--- src/rtl/freq_meas_pkg.sv ---
// Shared definitions for the frequency-meter sequencer.
//   - state_t       : sequencer states for both frame formats
//   - CR, LF        : line-ending bytes of the ASCII frame
//   - GATE_CYCLES_DEF : default counting window length in clk_in cycles
//   - nib2hex()     : 4-bit value to uppercase ASCII hex character
package freq_meas_pkg;

  localparam int unsigned GATE_CYCLES_DEF = 12_500_000;

  localparam logic [7:0] CR = 8'h0D;
  localparam logic [7:0] LF = 8'h0A;

  typedef enum logic [3:0] {
    ST_IDLE,
    ST_CAPTURE,
    ST_HDR,
    ST_CNT,
    ST_SUM,
    ST_HI,
    ST_LO,
    ST_CR,
    ST_LF
  } state_t;

  // '0'-'9' -> 8'h30-8'h39, 'A'-'F' -> 8'h41-8'h46
  function automatic logic [7:0] nib2hex(input logic [3:0] nib);
    if (nib < 4'd10) return 8'h30 + {4'h0, nib};
    else             return 8'h37 + {4'h0, nib};
  endfunction

endpackage

--- src/rtl/freq_meas_ctrl_if.sv ---
// Byte stream from the sequencer to the UART transmitter.
//   tx_data  : byte to send
//   tx_valid : tx_data is valid; held with tx_data until accepted
//   tx_ready : receiver accepts tx_data at this clock edge
// master = sequencer side, slave = UART TX side.
interface freq_meas_ctrl_if;
  logic [7:0] tx_data;
  logic       tx_valid;
  logic       tx_ready;

  modport master (output tx_data, output tx_valid, input tx_ready);
  modport slave  (input tx_data, input tx_valid, output tx_ready);
endinterface

--- src/rtl/freq_gate_timer.sv ---
// Free-running counting-window timer.
//   clk_in   : system clock
//   rst_in   : synchronous active-high reset
//   gate_out : registered one-cycle pulse, high in the cycle where the
//              timer holds GATE_CYCLES-1; period is GATE_CYCLES cycles
module freq_gate_timer
  import freq_meas_pkg::*;
#(
  parameter int unsigned GATE_CYCLES = GATE_CYCLES_DEF
) (
  input  logic clk_in,
  input  logic rst_in,
  output logic gate_out
);

  localparam logic [23:0] LAST = 24'(GATE_CYCLES - 1);
  localparam logic [23:0] PRE  = 24'(GATE_CYCLES - 2);

  logic [23:0] timer;

  // gate_out is registered, so it is raised from the value one below the
  // terminal count to line up with timer == GATE_CYCLES-1.
  always_ff @(posedge clk_in) begin
    if (rst_in) begin
      timer    <= '0;
      gate_out <= 1'b0;
    end else begin
      timer    <= (timer == LAST) ? 24'd0 : timer + 24'd1;
      gate_out <= (timer == PRE);
    end
  end

endmodule

--- src/rtl/freq_meas_ctrl.sv ---
// Frequency-meter sequencer: closes each counting window on the edge
// counter, captures the finished count and sends it as a framed byte
// sequence to the UART transmitter.
//   clk_in      : system clock
//   rst_in      : synchronous active-high reset (aborts a frame in flight)
//   count_in    : counter data_out
//   gate_out    : one-cycle window-close pulse to the counter's tim025
//   tx          : byte stream to UART TX (freq_meas_ctrl_if.master)
//   busy_out    : a frame is pending or being sent
//   overrun_out : sticky; a window closed while a frame was still in flight
// Build option FREQ_MEAS_ASCII_EN: frame is two uppercase hex characters
// followed by CR LF instead of the binary HEADER/count/checksum frame.
module freq_meas_ctrl
  import freq_meas_pkg::*;
#(
  parameter int unsigned GATE_CYCLES = GATE_CYCLES_DEF,
  parameter logic [7:0]  HEADER      = 8'hA5
) (
  input  logic                    clk_in,
  input  logic                    rst_in,
  input  logic [7:0]              count_in,
  output logic                    gate_out,
  freq_meas_ctrl_if.master        tx,
  output logic                    busy_out,
  output logic                    overrun_out
);

  state_t     state, state_nx;
  logic [7:0] cnt;
  logic [7:0] tx_data_c;
  logic       tx_valid_c;

  freq_gate_timer #(.GATE_CYCLES(GATE_CYCLES)) u_timer (
    .clk_in   (clk_in),
    .rst_in   (rst_in),
    .gate_out (gate_out)
  );

  always_comb begin
    state_nx   = state;
    tx_valid_c = 1'b0;
    tx_data_c  = 8'h00;
    case (state)
      ST_IDLE:    if (gate_out) state_nx = ST_CAPTURE;
`ifdef FREQ_MEAS_ASCII_EN
      ST_CAPTURE: state_nx = ST_HI;
      ST_HI: begin
        tx_valid_c = 1'b1;
        tx_data_c  = nib2hex(cnt[7:4]);
        if (tx.tx_ready) state_nx = ST_LO;
      end
      ST_LO: begin
        tx_valid_c = 1'b1;
        tx_data_c  = nib2hex(cnt[3:0]);
        if (tx.tx_ready) state_nx = ST_CR;
      end
      ST_CR: begin
        tx_valid_c = 1'b1;
        tx_data_c  = CR;
        if (tx.tx_ready) state_nx = ST_LF;
      end
      ST_LF: begin
        tx_valid_c = 1'b1;
        tx_data_c  = LF;
        if (tx.tx_ready) state_nx = ST_IDLE;
      end
`else
      ST_CAPTURE: state_nx = ST_HDR;
      ST_HDR: begin
        tx_valid_c = 1'b1;
        tx_data_c  = HEADER;
        if (tx.tx_ready) state_nx = ST_CNT;
      end
      ST_CNT: begin
        tx_valid_c = 1'b1;
        tx_data_c  = cnt;
        if (tx.tx_ready) state_nx = ST_SUM;
      end
      ST_SUM: begin
        tx_valid_c = 1'b1;
        tx_data_c  = HEADER + cnt;
        if (tx.tx_ready) state_nx = ST_IDLE;
      end
`endif
      default:    state_nx = ST_IDLE;
    endcase
  end

  // The counter may still increment on the edge that ends the gate cycle,
  // so the count is taken one edge later, at the end of CAPTURE.
  // A window closing outside IDLE (even on the final handshake) is dropped.
  always_ff @(posedge clk_in) begin
    if (rst_in) begin
      state       <= ST_IDLE;
      cnt         <= 8'h00;
      overrun_out <= 1'b0;
    end else begin
      state <= state_nx;
      if (state == ST_CAPTURE) cnt <= count_in;
      if (gate_out && (state != ST_IDLE)) overrun_out <= 1'b1;
    end
  end

  assign tx.tx_valid = tx_valid_c;
  assign tx.tx_data  = tx_data_c;
  assign busy_out    = (state != ST_IDLE);

endmodule

--- src/flat_wrapper.sv ---
// flat-port wrapper written by rule: the top's interface ports become plain ports
module freq_meas_ctrl_flat import freq_meas_pkg::*;
#(
  parameter int unsigned GATE_CYCLES = GATE_CYCLES_DEF,
  parameter logic [7:0]  HEADER      = 8'hA5
)
  (clk_in, rst_in, count_in, gate_out, busy_out, overrun_out, tx_tx_data, tx_tx_valid, tx_tx_ready);
  freq_meas_ctrl_if tx_i ();
  input  logic clk_in;
  input  logic rst_in;
  input  logic [7:0] count_in;
  output logic gate_out;
  output logic busy_out;
  output logic overrun_out;
  output wire logic [$bits(tx_i.tx_data)-1:0] tx_tx_data;
  output wire logic [$bits(tx_i.tx_valid)-1:0] tx_tx_valid;
  input wire logic [$bits(tx_i.tx_ready)-1:0] tx_tx_ready;
  assign tx_tx_data = tx_i.tx_data;
  assign tx_tx_valid = tx_i.tx_valid;
  assign tx_i.tx_ready = tx_tx_ready;
  freq_meas_ctrl #(.GATE_CYCLES(GATE_CYCLES), .HEADER(HEADER)) u_core (.clk_in(clk_in), .rst_in(rst_in), .count_in(count_in), .gate_out(gate_out), .tx(tx_i), .busy_out(busy_out), .overrun_out(overrun_out));
endmodule
--- config.mk ---
export PLATFORM = sky130hd
export DESIGN_NAME = freq_meas_ctrl_flat
export DESIGN_NICKNAME = d
export VERILOG_FILES = /design/src/rtl/freq_meas_pkg.sv /design/src/rtl/freq_meas_ctrl_if.sv /design/src/rtl/freq_gate_timer.sv /design/src/rtl/freq_meas_ctrl.sv /design/src/flat_wrapper.sv
export SDC_FILE = /design/constraint.sdc
export NUM_CORES = 1
export LEC_CHECK = 0
export ABC_CLOCK_PERIOD_IN_PS = 1640
export CELL_PAD_IN_SITES_DETAIL_PLACEMENT = 0
export CELL_PAD_IN_SITES_GLOBAL_PLACEMENT = 1
export CORE_ASPECT_RATIO = 0.6
export CORE_MARGIN = 4
export CORE_UTILIZATION = 39
export CTS_BUF_LIST = sky130_fd_sc_hd__clkbuf_2
export CTS_CLUSTER_SIZE = 10
export DETAILED_ROUTE_END_ITERATION = 10
export GPL_TIMING_DRIVEN = 0
export PLACE_DENSITY_LB_ADDON = 0.1
export SETUP_SLACK_MARGIN = 0.02
export SYNTH_ARGS = -nofsm -noshare
export SYNTH_HDL_FRONTEND = slang
export SYNTH_SLANG_ARGS = --single-unit
--- constraint.sdc ---
create_clock -name clk_in -period 1.64 [get_ports clk_in]
set_input_delay 0.41 -clock clk_in [delete_from_list [all_inputs] [get_ports clk_in]]
set_output_delay 0.41 -clock clk_in [all_outputs]
set_load 0.01 [all_outputs]
==> results <==
-- state kept, by name, summed over array words and instances (netlist names) --
name / count
u_core.u_timer.timer: 24
u_core.cnt: 8
u_core.state: 3
u_core.overrun_out: 1
u_core.u_timer.gate_out: 1
-- repair_timing --
action / 4_1_cts / 5_1_grt
setup endpoints to repair: 34 / 41
cloned: 0 / 2
setup buffers: 19 / 18
hold endpoints to repair: 0 / 0
pin swaps: 13 / 24
gates resized for setup: 79 / 81
-- worst max-delay path, delay by kind of cell, from the launching register on --
| kind | cells | cell delay [ns] |
|---|---|---|
| AOI/OAI and AO/OA | 1 | 0.06 |
| and+or+nand+nor | 2 | 0.80 |
| DFF | 1 | 0.37 |
| buffers and inverters | 2 | 0.25 |
-- kinds of logic after synthesis --
family	count (synthesis)	synth area share
and+or+nand+nor	97	0.290
DFF	37	0.399
adders and majority gates	3	0.0202
muxes	7	0.0377
buffers and inverters	15	0.0431
AOI/OAI and AO/OA	49	0.153
xor gates and xnor gates	12	0.0566
-- layer usage --
metal / global-route usage / up-vias / share of wire
li1: - / 936 / -
met2: 0.214 / 40 / 0.40
met3: 0.0452 / 4 / 0.048
met1: 0.272 / 860 / 0.55
met4: 0.0540 / 0 / 0.0060
met5: 0 / - / 0
-- report_power, final --
part / internal [mW] / total, mW / switching (mW)
clock network: 0.0995 / 0.391 / 0.292
logic: 0.0502 / 0.0878 / 0.0376
registers: 0.895 / 0.905 / 0.00973
-- area by class of cell --
cell class,count,area [um^2]
plain buffers,9,104
clock buffers,6,30.0
clock inverters,1,3.75
fillers,393,1780
inverters,5,18.8
multi-input cells,168,1250
flip-flops and latches,37,781
well taps,63,78.8
repair buffers,61,543
-- how the worst max path moves through the flow --
stage                          to                    startpoint
finish              tx_tx_data[6]  u_core.state[0]$_SDFFE_PP0P_
floorplan           tx_tx_data[6]  u_core.state[1]$_SDFFE_PP0P_
detailed placement  tx_tx_data[5]  u_core.state[2]$_SDFFE_PP0P_
global route        tx_tx_data[6]  u_core.state[0]$_SDFFE_PP0P_
CTS                 tx_tx_data[6]  u_core.state[1]$_SDFFE_PP0P_
global placement    tx_tx_data[5]  u_core.state[2]$_SDFFE_PP0P_
-- layout by cell type (no fill, tap or decap), drive strengths merged, types with 5 or more instances in the layout --
cell           Yosys  routed
clkbuf             4      10
or4                6       6
nor2              34      34
a21oi             19      19
nand3              9       9
clkdlybuf4s50      0      10
o21ai             15      15
xor2               9       9
mux2i              7       7
and4               5       5
inv                5       5
or3                7       7
buf                6      54
o31ai              5       5
dfxtp             37      37
nand4              8       8
nand2             10      10
==> impl_metrics.tcl <==
set metrics [dict create \
    status "complete, but fails checks" \
    violations "setup timing" \
    synthFlopType "dfxtp_1" \
    min_path_cells 2 \
    portBuffers 22 \
    synth_area_leader_cell "dfxtp_1" \
    relSlewSlack 0.665 \
    fmax_mhz 436 \
    hold_end "u_core.overrun_out$_SDFFE_PP0P_" \
    h-tree-depth 2 \
    period_needed_ns 2.29 \
    startpoint_type "register" \
    grt_pass1_wl_um 7960 \
    drv_slew 0 \
    drv_cap 0 \
    gp_congestion 0.861 \
    final_core_util 0.612 \
    cp_max_fo 3 \
    ys_warn_count 0 \
    synth_edf_count 0 \
    cts_tree "done" \
    slowest_delay_ns 0.42 \
    fin_area_um2 2810 \
    clk_latency_ns 0.39 \
    peakVddDrop_uv 389 \
    floorplan.rows 19 \
    cts_buffers 5 \
    yosysMostFrequentCell "dfxtp_1" \
    tns_ns -4.91 \
    r2r_end "u_core.u_timer.timer[12]$_SDFF_PP0_" \
    layoutNonFillerInstCount 350 \
    synthTopCellsByArea "dfxtp_1 40%, nor2_1 6.9%, a21oi_1 5.1%" \
    grt_max_degree 11 \
    ys_seq_area_frac 0.399 \
    hp-class "reg -> reg" \
    hold_viol 0 \
    power_mw 1.38 \
    power.density_nw_per_um2 492 \
    die_x_um 97.1 \
    grt_usage 0.171 \
    crit_chain "buf_6 -> or3b_4 -> or3_4 -> o21ai_2 -> buf_2" \
    place_area_um2 2170 \
    diodes 0 \
    die-area_um2 5970 \
    antenna_found_initial 0 \
    viasPerCell 5.26 \
    syn_area_um2 1860 \
    tightest_slew_ns 0.502 \
    root_buffer "clkbuf_2" \
    start_util 0.405 \
    grt_pass1_vias 1567 \
    ant_nets 0 \
    die_h_um 61.4 \
    drt-pass1-iter-count 4 \
    post-place-cells 305 \
    reg2regPathDepth 6 \
    cts_hold_buf 0 \
    synth_top_area_frac 0.399 \
    r2r_slack_ns 0.02 \
    path_class "reg -> out" \
    drive_gt1_frac 0.429 \
    routed_wl_um 5290 \
    fin_ws_ns -0.651 \
    yosysUniqueCellTypes 39 \
    synth_fp_nets 234 \
    drt_iter0_drc 111 \
    coreArea_um2 4590 \
    synthTopCellsByCount "37 x dfxtp_1, 34 x nor2_1, 19 x a21oi_1" \
    setup_viol 10 \
    critPathCaptureType "output pin" \
    clk_pin_slew_worst_paths_ns 0.20 \
    min_from "u_core.overrun_out$_SDFFE_PP0P_" \
    finalCritPeriodShare 1.40 \
    vias 1840 \
    rsz0062_at_grt "true" \
    syn-instance-count 220 \
    synth_seq_cells 37 \
    synthToLayoutAreaGrowth_pct 51.3 \
    dp_hpwl_um 3270 \
    io_pins 23 \
    place_ws_ns -0.847 \
    skew_ns 0.0319 \
    nets 301 \
    cts.sink_count 37 \
    cp.arrival_ns 1.88 \
    post_drt_wl_per_cell_um 15.1 \
    r2r-start "u_core.u_timer.timer[7]$_SDFF_PP0_" \
    gr-total-overflow 0 \
    hold_ws_ns 0.486 \
    syn_avg_cell_area_um2 8.44 \
    async_flop_share 0 \
    critPathRequiredTime_ns 1.23 \
    route.detailed.drc 0 \
    p_leak_nw 1.08 \
    crit_slowest_cell "or3b_4" \
    cts_buffer_depth 2 \
]
(Power assumes the default switching activity.)
